===== src/rtl/rf_pkg.sv =====
// Shared definitions for the multi-port register bank: clear-engine state
// encoding, the byte-strobe merge helper and the parameter limits that the
// top level checks at elaboration.
package rf_pkg;

  // States of the sequential bulk-clear engine.
  typedef enum logic [1:0] {
    IDLE  = 2'd0,
    CLEAR = 2'd1,
    DONE  = 2'd2
  } clr_state_t;

  // Parameter limits checked when the bank is elaborated.
  localparam int RF_BYTE_W    = 8;
  localparam int RF_MIN_DEPTH = 2;
  localparam int RF_MIN_RD    = 1;
  localparam int RF_MAX_RD    = 8;

  // Byte merge for one lane: the new byte where its strobe is set, else the old byte.
  function automatic logic [RF_BYTE_W-1:0] byte_merge(
    input logic [RF_BYTE_W-1:0] old_byte,
    input logic [RF_BYTE_W-1:0] new_byte,
    input logic                 strb
  );
    return strb ? new_byte : old_byte;
  endfunction

  // True when n is a positive power of two.
  function automatic bit is_pow2(input int n);
    return (n > 0) && ((n & (n - 1)) == 0);
  endfunction

endpackage


===== src/rtl/rf_clear_ctrl.sv =====
// Bulk-clear sequencer for register_bank_mp. It walks a pointer over every
// entry, asserting a clear-write for one entry per cycle, then spends one
// cycle in DONE to pulse clr_done. clr_busy and clr_done are registered.
module rf_clear_ctrl
  import rf_pkg::*;
#(
  parameter int DEPTH = 8,
  parameter int AW    = $clog2(DEPTH)
) (
  input  logic          clk,
  input  logic          rst_n,
  input  logic          clr_req,
  output logic          clr_busy,
  output logic          clr_done,
  output logic          clear_we,
  output logic [AW-1:0] clear_addr,
  output logic          idle
);

  localparam logic [AW-1:0] LAST = AW'(DEPTH - 1);

  clr_state_t    state;
  logic [AW-1:0] ptr;

  // FSM, clear pointer and registered status outputs.
  // NOTE: every register here is assigned with <= so that all of them
  // update from the same pre-edge values, independent of statement order.
  always_ff @(posedge clk or negedge rst_n) begin
    if (!rst_n) begin
      state    <= IDLE;
      ptr      <= '0;
      clr_busy <= 1'b0;
      clr_done <= 1'b0;
    end else begin
      case (state)
        IDLE: begin
          if (clr_req) begin
            state    <= CLEAR;
            ptr      <= '0;
            clr_busy <= 1'b1;
          end
        end
        CLEAR: begin
          if (ptr == LAST) begin
            state    <= DONE;
            clr_done <= 1'b1;
          end else begin
            ptr <= ptr + 1'b1;
          end
        end
        DONE: begin
          state    <= IDLE;
          clr_busy <= 1'b0;
          clr_done <= 1'b0;
        end
        default: begin
          state    <= IDLE;
          clr_busy <= 1'b0;
          clr_done <= 1'b0;
        end
      endcase
    end
  end

  // Decoded controls: one entry cleared per CLEAR cycle; external writes only in IDLE.
  assign clear_we   = (state == CLEAR);
  assign clear_addr = ptr;
  assign idle       = (state == IDLE);

endmodule


===== src/rtl/register_bank_mp.sv =====
// Multi-port register bank: byte-strobed single write port, NUM_RD
// combinational read ports, optional hard-wired zero register and a
// sequential bulk-clear engine (rf_clear_ctrl).
// Optional feature macro: RF_BYPASS_EN -- when defined, a read of the
// address being written in the same cycle returns the strobe-merged value.
module register_bank_mp
  import rf_pkg::*;
#(
  parameter int WIDTH    = 16,
  parameter int DEPTH    = 8,
  parameter int NUM_RD   = 2,
  parameter int ZERO_REG = 0
) (
  input  logic                    clk,
  input  logic                    rst_n,
  input  logic                    we,
  input  logic [$clog2(DEPTH)-1:0] waddr,
  input  logic [WIDTH-1:0]        wdata,
  input  logic [WIDTH/8-1:0]      wstrb,
  input  logic [NUM_RD*$clog2(DEPTH)-1:0] raddr,
  output logic [NUM_RD*WIDTH-1:0] rdata,
  input  logic                    clr_req,
  output logic                    clr_busy,
  output logic                    clr_done
);

  localparam int AW = $clog2(DEPTH);
  localparam int NB = WIDTH / 8;

  // Elaboration-time parameter checks.
  if ((WIDTH % RF_BYTE_W) != 0 || WIDTH < RF_BYTE_W) begin : g_bad_width
    $error("register_bank_mp: WIDTH must be a positive multiple of 8");
  end
  if (!is_pow2(DEPTH) || DEPTH < RF_MIN_DEPTH) begin : g_bad_depth
    $error("register_bank_mp: DEPTH must be a power of two and at least 2");
  end
  if (NUM_RD < RF_MIN_RD || NUM_RD > RF_MAX_RD) begin : g_bad_num_rd
    $error("register_bank_mp: NUM_RD must be in 1..8");
  end
  if (ZERO_REG != 0 && ZERO_REG != 1) begin : g_bad_zero_reg
    $error("register_bank_mp: ZERO_REG must be 0 or 1");
  end

  logic [WIDTH-1:0] mem [DEPTH];
  logic [WIDTH-1:0] wmerged;
  logic             write_en;
  logic             clear_we;
  logic [AW-1:0]    clear_addr;
  logic             idle;

  rf_clear_ctrl #(
    .DEPTH (DEPTH),
    .AW    (AW)
  ) u_clear_ctrl (
    .clk        (clk),
    .rst_n      (rst_n),
    .clr_req    (clr_req),
    .clr_busy   (clr_busy),
    .clr_done   (clr_done),
    .clear_we   (clear_we),
    .clear_addr (clear_addr),
    .idle       (idle)
  );

  // External writes commit only in IDLE and never to a masked zero register.
  assign write_en = we && idle && !((ZERO_REG != 0) && (waddr == '0));

  // Strobe-merge of the addressed entry with the incoming write data.
  always_comb begin
    wmerged = mem[waddr];
    for (int b = 0; b < NB; b++) begin
      wmerged[b*8 +: 8] = byte_merge(mem[waddr][b*8 +: 8], wdata[b*8 +: 8], wstrb[b]);
    end
  end

  // Storage array: clear-engine writes and strobed external writes.
  // NOTE: the array carries the async reset on purpose -- reset must read
  // back as all zeros, which rules out a plain RAM macro without reset.
  always_ff @(posedge clk or negedge rst_n) begin
    if (!rst_n) begin
      for (int k = 0; k < DEPTH; k++) begin
        mem[k] <= '0;
      end
    end else begin
      for (int k = 0; k < DEPTH; k++) begin
        if (clear_we && clear_addr == AW'(k)) begin
          mem[k] <= '0;
        end else if (write_en && waddr == AW'(k)) begin
          mem[k] <= wmerged;
        end
      end
    end
  end

  // Independent combinational read ports with optional same-cycle bypass.
  // NOTE: rdata gets a full default before the loop so no path through
  // this block leaves a bit unassigned, which would infer a latch.
  always_comb begin
    rdata = '0;
    for (int i = 0; i < NUM_RD; i++) begin
      rdata[i*WIDTH +: WIDTH] = mem[raddr[i*AW +: AW]];
`ifdef RF_BYPASS_EN
      if (write_en && waddr == raddr[i*AW +: AW]) begin
        rdata[i*WIDTH +: WIDTH] = wmerged;
      end
`else
`endif
      if ((ZERO_REG != 0) && raddr[i*AW +: AW] == '0) begin
        rdata[i*WIDTH +: WIDTH] = '0;
      end
    end
  end

endmodule


===== config.mk =====
export PLATFORM = sky130hd
export DESIGN_NAME = register_bank_mp
export DESIGN_NICKNAME = d
export VERILOG_FILES = /design/src/rtl/rf_pkg.sv /design/src/rtl/rf_clear_ctrl.sv /design/src/rtl/register_bank_mp.sv
export SDC_FILE = /design/constraint.sdc
export NUM_CORES = 1
export LEC_CHECK = 0
export CAP_MARGIN = 15
export CORE_MARGIN = 4
export CORE_UTILIZATION = 50
export CTS_CLUSTER_DIAMETER = 50
export DETAILED_ROUTE_END_ITERATION = 16
export PLACE_DENSITY_LB_ADDON = 0.15
export SLEW_MARGIN = 20
export SYNTH_ARGS = -nofsm -noshare
export SYNTH_HDL_FRONTEND = slang
export SYNTH_SLANG_ARGS = --single-unit

===== constraint.sdc =====
create_clock -name clk -period 5.37 [get_ports clk]
set_input_delay 0.537 -clock clk [delete_from_list [all_inputs] [get_ports clk]]
set_output_delay 0.537 -clock clk [all_outputs]
set_load 0.02 [all_outputs]

Word-level counts from Yosys, hierarchy flattened --
Cells that the tools add are included.
Cells by class: add/subtract/negate cells 1, order comparisons 3, equal/unequal tests 18, multiplexer cells 37, bitwise operators 5, reductions and logical operators 33
Operators with widths (number):
- two-way mux 16 bit | 22
- binary-select mux 16 bit (select 3 bit) | 3
- equality test 3 bit (second input constant) | 8
- nonzero test 2 bit | 9
- logical AND 1 bit | 17
- two-way mux 8 bit | 2
- equality test 3 x 2 -> 1 bit (second input constant) | 4
- >= comparator 4 bit (second input constant) | 3
- NOT 3 -> 4 bit | 3
- equality test 3 x 1 -> 1 bit (second input constant) | 2
- zero test 3 bit | 2
- two-way mux 3 bit | 2
- case mux 3 bit (2 select lines) | 1
- AND reduction 2 bit | 3
- two-way mux 2 bit | 2
- != test 2 bit (second input constant) | 2
- case mux 1 bit (2 select lines) | 2
- case mux 2 bit (2 select lines) | 1
- adder 3 x 1 -> 3 bit (second input constant) | 1
- AND reduction 3 bit | 1
- equality test 2 x 1 -> 1 bit (second input constant) | 1
- zero test 2 bit | 1
- two-way mux 1 bit | 2
- != test 2 x 1 -> 1 bit (second input constant) | 1
- NOT 1 bit | 2
Word-level totals: register bits after elaboration 135, output and inout port bits 34, word-level logic and storage cells 109

Depth between registers and ports, before layout --
Gate-level depths: netlist (run 1).
depth after elaboration 7, mapped depth 8

Hierarchy --
A second synthesis (run 1) with hierarchy kept.
Second synthesis, totals: cells, all modules 598, area, all modules 8209.1 sq um
By module, submodules not included:
- register_bank_mp | instances 1, cells an instance 569, area an instance 7870.0 sq um, seq. area each 3203.1 sq um
- rf_clear_ctrl | instances 1, cells an instance 29, area an instance 339.1 sq um, seq. area each 175.2 sq um

Worst setup path before layout (run 1) --
Ideal clock, no wire load.
path type input to output, from input raddr[0], to output rdata[0], data arrival time 1.898 ns, required time 4.833 ns, setup slack 2.935 ns, stages 4, path buffers 2, cells stage by stage clkbuf_1 > buf_2 > mux4_2 > mux2_2
Between the ends: word-level cells in the longest chain between the ends 4
Ends and longest elaborated chain:
- start: declaration | RTL line register_bank_mp.sv:20 | input logic [NUM_RD*$clog2(DEPTH)-1:0] raddr,
- NOT 3 -> 4 bit (implied by the code) | RTL line register_bank_mp.sv:101 | rdata[i*WIDTH +: WIDTH] = mem[raddr[i*AW +: AW]];
- binary-select mux 16 bit (select 3 bit) | RTL line register_bank_mp.sv:101
- two-way mux 16 bit (implied by the code) (2 in a row) | RTL line register_bank_mp.sv:101
- end: declaration | RTL line register_bank_mp.sv:21 | output logic [NUM_RD*WIDTH-1:0] rdata,
Every way passes these cells. The select of a mux whose other input is x is not followed.

Worst setup path after layout (run 1) --
from input raddr[3], to output rdata[16]
Same word-level chain as after synthesis.

==> results.py, run 1 <==
metrics = {
    "status": {
        "status": "completed",
    },
    "floorplanning": {
        "dieWidth_um": 138.3,
        "die_h_um": 138.3,
        "rows": 47,
        "io_pins": 65,
        "fp.dieArea_um2": 19140,
        "core_region_area_um2": 16640,
        "start_util_pct": 51.03,
    },
    "critical_path": {
        "cp-end-kind": "primary output",
        "max_stage_delay_ns": 0.68,
        "path_max_fanout": 22,
        "worstSetupStartpointType": "input port",
        "worst_path_max_delay_cell": "buf_2",
        "crit_chain": "buf_2 -> buf_4 -> mux4_2 -> mux2_2 -> clkdlybuf4s50_1",
        "required_ns": 4.83,
        "arrival_ns": 3.03,
        "path_class": "input port to primary output",
    },
    "global_routing": {
        "grt_overflow": 0,
        "grt_pass1_wl_mm": 43.57,
        "grt_pass1_vias": 7132,
        "antenna_found_initial": 0,
        "grt_usage_pct": 29.46,
        "grt_max_degree": 74,
    },
    "logic_synthesis": {
        "async_flop_share_pct": 100.0,
        "synth_ff_type": "dfrtp_1",
        "synth_cell_types": 52,
        "synth-seq-cells": 135,
        "yosysSeqAreaShare_pct": 39.78,
        "avgSynthCellArea_um2": 12.60,
        "syn-num-nets": 711,
        "ys_warn_count": 0,
        "synth_edf_count": 0,
        "syn_inst": 674,
        "synth.cell_area_um2": 8493,
    },
    "placement": {
        "placed_area_um2": 9233,
        "portBuffers": 64,
        "placedCellCount": 909,
        "place_ws_ns": 1.763,
        "gp_congestion": 0.8484,
        "hpwl_mm": 16.16,
    },
    "finish": {
        "post-route-util_pct": 58.95,
        "nNetsFinal": 746,
        "diodes": 0,
        "instances_no_fill": 942,
        "fin_area_um2": 9811,
        "final_layout_size_suffix_gt1_share_pct": 28.25,
        "syn2layout_area_growth_pct": 15.51,
    },
    "worst_hold_path": {
        "hold_path_class": "input port to asynchronous set/reset pin",
    },
    "sta": {
        "min_period_over_period_pct": 66.43,
        "maxSlewHeadroom_pct": 21.76,
        "max_freq_mhz": 280.3,
        "setup_tns_ns": 0,
        "setup_viol_count_final": 0,
        "whs_ns": 0.02139,
        "report.final.slew_viol_count": 0,
        "layout_setup_ws_ns": 1.803,
        "hold_violations": 0,
        "finClkSkew_ns": 0.005761,
        "rsz0062_at_grt": "false",
        "tightest_slew_ns": 1.172,
        "period_minus_slack_ns": 3.568,
    },
    "clock_tree": {
        "h-tree-depth": 4,
        "cts_tree": "built",
        "hold_buffers": 0,
        "numCtsBuffers": 17,
        "cts_buffer_depth": 2,
        "clkTransAtPathRegs_ns": 0.06,
        "cts_resized": 0,
        "clock_sinks": 135,
        "postCtsSetupBuffers": 0,
        "cts_root_buf": "clkbuf_16",
        "worst_skew_pair.late_latency_ns": 0.42,
    },
    "power_and_ir_drop": {
        "power_mw": 4.597,
        "power.switching_mw": 1.621,
        "power.share.switching_pct": 35.26,
        "p_seq_share_pct": 37.5,
        "p_int_mw": 2.976,
        "p_comb_share_pct": 37.3,
        "p_per_area_nw_per_um2": 468.6,
        "power.leakage_nw": 4.226,
        "irDropWorstVdd_mv": 0.2793,
        "power_frac_clock_pct": 25.2,
    },
    "drt": {
        "drc_errors": 0,
        "vias": 6882,
        "routedWlPerCell_um": 29.47,
        "drt_pass1_iterations": 5,
        "antenna_left": 0,
        "vias_per_cell": 7.306,
        "routed_wl_mm": 27.76,
        "drt_iter0_drc": 678,
    },
    "flow_run": {
        "maxCapViolations": 0,
    },
}
[synth_stat cells (all sizes together), types with 4 or more instances]
cell type | number | area, um^2
o32ai | 14 | 122.6
o22ai | 12 | 75.07
a22o | 87 | 762.0
ha | 6 | 75.07
mux4 | 67 | 1509
a21oi | 4 | 20.02
nand2 | 47 | 176.4
nand2b | 6 | 37.54
inv | 8 | 30.03
buf | 44 | 244.0
o31ai | 7 | 57.55
clkbuf | 23 | 86.33
dfrtp | 135 | 3378
and3 | 12 | 75.07
o21ai | 26 | 130.1
nor3 | 4 | 31.28
a211oi | 13 | 97.59
nor2 | 10 | 42.54
nor2b | 15 | 93.84
a32oi | 7 | 61.31
o41ai | 11 | 235.2
nand3 | 4 | 20.02
mux2 | 59 | 664.4
mux2i | 5 | 50.05
a22oi | 14 | 105.1
a41o | 12 | 120.1
[kinds of logic after synthesis]
family / after synthesis / share of synthesized area [%]
compound gates: 214 / 21.71
fa+ha+maj: 6 / 0.8839
buf+inv: 75 / 4.243
flops: 135 / 39.78
mux: 131 / 26.18
simple gates: 113 / 7.204
[state kept, by name (all words and copies together) (netlist names)]
signal                   count
u_clear_ctrl.clear_addr      3
mem                        128
u_clear_ctrl.state           2
u_clear_ctrl.clr_busy        1
u_clear_ctrl.clr_done        1
[metal layers]
metal | vias up | GRT usage, % | routed length, um
li1 | 2816 | - | -
met4 | 0 | 11.23 | 824
met5 | - | 0 | 0
met3 | 70 | 7.044 | 2679
met1 | 3589 | 39.80 | 10950
met2 | 407 | 46.53 | 13310
[power by group through the flow]
| stage | logic [mW] | clock network [mW] | registers, mW |
|---|---|---|---|
| floorplan | 1.21 | 0 | 1.59 |
| global placement | 1.66 | 0 | 1.68 |
| detailed placement | 1.70 | 0 | 1.72 |
| CTS | 1.71 | 1.16 | 1.71 |
| global route | 1.83 | 1.22 | 1.77 |
| finish | 1.72 | 1.16 | 1.72 |
[cell usage in the layout (no fill, tap or decap), drive strengths merged, types with 5 or more instances in the layout]
master / n
buf: 25
a41o: 12
o41ai: 11
mux2: 59
nand2b: 6
nand2: 47
nor2: 10
mux4: 67
mux2i: 5
o31ai: 7
ha: 6
o21ai: 26
a22o: 87
nor2b: 15
clkinv: 7
a211oi: 13
clkbuf: 23
clkdlybuf4s50: 58
o32ai: 14
a32oi: 7
a22oi: 14
dfrtp: 135
and3: 12
inv: 8
o22ai: 12
[critical path, delay by kind of cell]
kind	cells	cell delay, ns
mux	2	0.83
buf+inv	3	1.65
[path summary, 6_finish.rpt]
path                                  startpoint                    end  slack, ns  depth (start not counted)
hold reg to reg            u_clear_ctrl.clr_done  u_clear_ctrl.clr_done       0.53                          2
setup reg to reg           u_clear_ctrl.state[0]                mem[15]       2.78                          5
min in group clk           u_clear_ctrl.clr_done  u_clear_ctrl.clr_done       0.53                          2
max in group asynchronous                  rst_n                mem[80]       4.03                          2
setup / recovery                        raddr[3]              rdata[16]       1.80                          5
hold / removal                             rst_n                mem[59]       0.02                          1
[final cells by class]
| cell class | instances | area [um^2] |
|---|---|---|
| sequential | 135 | 3378 |
| tap | 220 | 275.3 |
| timing repair buffer | 83 | 762.0 |
| clock inverter | 9 | 98.84 |
| fill | 1361 | 6832 |
| multi-input combinational | 464 | 4788 |
| clock buffer | 23 | 478.0 |
| inverter | 8 | 30.03 |
Note: power is estimated with default switching activity, not from simulation.
==> inputs of run 2 (changes only) <==
clock period = 3.4 ns   (was 5.37 ns; I/O delays follow)
==> run 2 against run 1 <==
Effect of this change: first-iteration DRC count up 22%; critical path depth stayed put; count of clock-buffer cells in the layout up 1; hold slack better by 0.027 ns; design area rose by 3.5%; setup slack worse by 1.2 ns; clock skew up 0.0036 ns; non-clock buffer count up 29.
==> results.py, run 2 (same netlist as run 1, synthesis figures left out) <==
metrics = {
    "critical_path": {
        "worst_path_max_delay_cell": "clkdlybuf4s50_1",
        "worstSetupStartpointType": "input port",
        "required_ns": 3.06,
        "cp-end-kind": "primary output",
        "arrival_ns": 2.44,
        "path_class": "input port to primary output",
        "worst-path-buf-inv": 3,
        "crit_chain": "buf_2 -> buf_12 -> mux4_2 -> mux2_2 -> clkdlybuf4s50_1",
        "path_max_fanout": 13,
        "max_stage_delay_ns": 0.55,
        "critPathTopFamily": "buffers and inverters",
    },
    "sta": {
        "max_freq_mhz": 359.9,
        "tightest_slew_ns": 0.9037,
        "maxSlewHeadroom_pct": 39.76,
        "setup_viol_count_final": 0,
        "min_period_over_period_pct": 81.72,
        "hold_violations": 0,
        "finClkSkew_ns": 0.009400,
        "setup_tns_ns": 0,
        "period_minus_slack_ns": 2.778,
        "rsz0062_at_grt": "false",
        "report.final.slew_viol_count": 0,
        "layout_setup_ws_ns": 0.6216,
    },
    "drt": {
        "vias": 6983,
        "drt_pass1_iterations": 9,
        "drt_iter0_drc": 829,
        "antenna_left": 0,
        "routedWlPerCell_um": 28.36,
        "vias_per_cell": 7.192,
        "drc_errors": 0,
        "routed_wl_mm": 27.54,
    },
    "flow_run": {
        "maxCapViolations": 0,
    },
    "finish": {
        "multi_input_area_um2": 4775,
        "fin_area_um2": 10150,
        "nNetsFinal": 775,
        "num-fill-cells": 1283,
        "final_cell_mix": "dfrtp_1 (135), a22o_1 (87), mux4_2 (67), clkdlybuf4s50_1 (60), mux2_2 (59)",
        "syn2layout_area_growth_pct": 19.52,
        "diodes": 0,
        "largest_reg_flops": 128,
        "final_layout_size_suffix_gt1_share_pct": 30.49,
        "layout_commonest_cell": "dfrtp_1",
        "final-seq-area_um2": 3378,
        "largest_register": "mem",
    },
    "clock_tree": {
        "clkTransAtPathRegs_ns": 0.06,
        "numCtsBuffers": 17,
        "cts_resized": 0,
        "worst_skew_pair.late_latency_ns": 0.42,
        "cts_tree": "built",
        "postCtsSetupBuffers": 0,
        "h-tree-depth": 4,
        "cts_root_buf": "clkbuf_16",
        "hold_buffers": 0,
        "cts_buffer_depth": 2,
        "clock_sinks": 135,
    },
    "floorplanning": {
        "die_h_um": 138.3,
        "dieWidth_um": 138.3,
        "rows": 47,
        "fp.dieArea_um2": 19140,
        "io_pins": 65,
        "start_util_pct": 51.03,
        "core_region_area_um2": 16640,
    },
    "power_and_ir_drop": {
        "irDropWorstVdd_mv": 0.4108,
        "p_seq_share_pct": 36.8,
        "power.switching_mw": 2.529,
        "p_per_area_nw_per_um2": 727.5,
        "power.share.switching_pct": 34.24,
        "power_frac_clock_pct": 26.2,
        "p_comb_share_pct": 36.9,
        "p_int_mw": 4.856,
        "power.leakage_nw": 4.413,
    },
    "global_routing": {
        "grt_overflow": 0,
        "grt_pass1_vias": 7285,
        "grt_pass1_wl_mm": 43.14,
        "antenna_found_initial": 0,
        "grt_usage_pct": 29.05,
        "grt_max_degree": 64,
    },
    "worst_hold_path": {
        "hold_path_class": "input port to asynchronous set/reset pin",
    },
    "placement": {
        "gp_congestion": 0.8713,
        "hpwl_mm": 17.58,
        "placed_area_um2": 9532,
        "place_ws_ns": 0.6110,
        "portBuffers": 64,
    },
    "status": {
        "status": "completed",
    },
}
## run 2: power by group through the flow
| stage | Sequential [mW] | Combinational, mW | Clock, mW |
|---|---|---|---|
| after floorplan | 2.51 | 1.91 | 0 |
| after global placement | 2.66 | 2.65 | 0 |
| after detailed placement | 2.72 | 2.71 | 0 |
| after CTS | 2.70 | 2.72 | 1.95 |
| after global routing | 2.79 | 2.92 | 2.02 |
| final | 2.72 | 2.73 | 1.94 |
## run 2: worst register-to-register path, cell delays in order (launching register included)
cell and delay (ns):
dfrtp_1 0.62, nor2b_1 0.59, nand2_1 0.36, buf_4 0.30, and3_1 0.21, a41o_1 0.20
## run 2: through the flow
| stage | power [mW] | hold WS, ns | instances | utilization, % |
|---|---|---|---|---|
| after floorplan | 4.418 | 0.04441 | 674 | - |
| after CTS | 7.371 | 0.06820 | 971 | 61.00 |
| after detailed placement | 5.426 | 0.5163 | 939 | 57.27 |
| after global placement | 5.303 | 0.5037 | 939 | 57.27 |
| final | 7.385 | 0.04799 | 971 | 61.00 |
| after global routing | 7.734 | 0.1218 | 971 | 61.00 |
## run 2: area by class of cell
cell class	count	share of cell area, %
clock buffer	24	4.943
tap	220	2.712
inverter	8	0.2958
multi-input combinational	464	47.04
sequential	135	33.28
clock inverter	8	1.159
timing repair buffer	112	10.58
## run 2: path summary, 6_finish.rpt
| path | endpoint | depth (start not counted) | start | slack (ns) |
|---|---|---|---|---|
| min | mem[27] | 1 | rst_n | 0.05 |
| min reg2reg | u_clear_ctrl.clr_busy | 2 | u_clear_ctrl.clr_busy | 0.52 |
| max in group asynchronous | u_clear_ctrl.clr_busy | 2 | rst_n | 2.49 |
| max reg2reg | mem[2] | 5 | u_clear_ctrl.state[0] | 1.01 |
| min in group clk | mem[12] | 2 | waddr[1] | 0.50 |
| max | rdata[0] | 5 | raddr[0] | 0.62 |
## run 2: metal layers
layer	part of all wire, %	vias to the layer above	GRT usage (%)
met5	0	-	0
met4	2.8	0	10.35
met3	9.6	64	7.838
met2	48	422	46.89
met1	39	3627	38.12
li1	-	2870	-
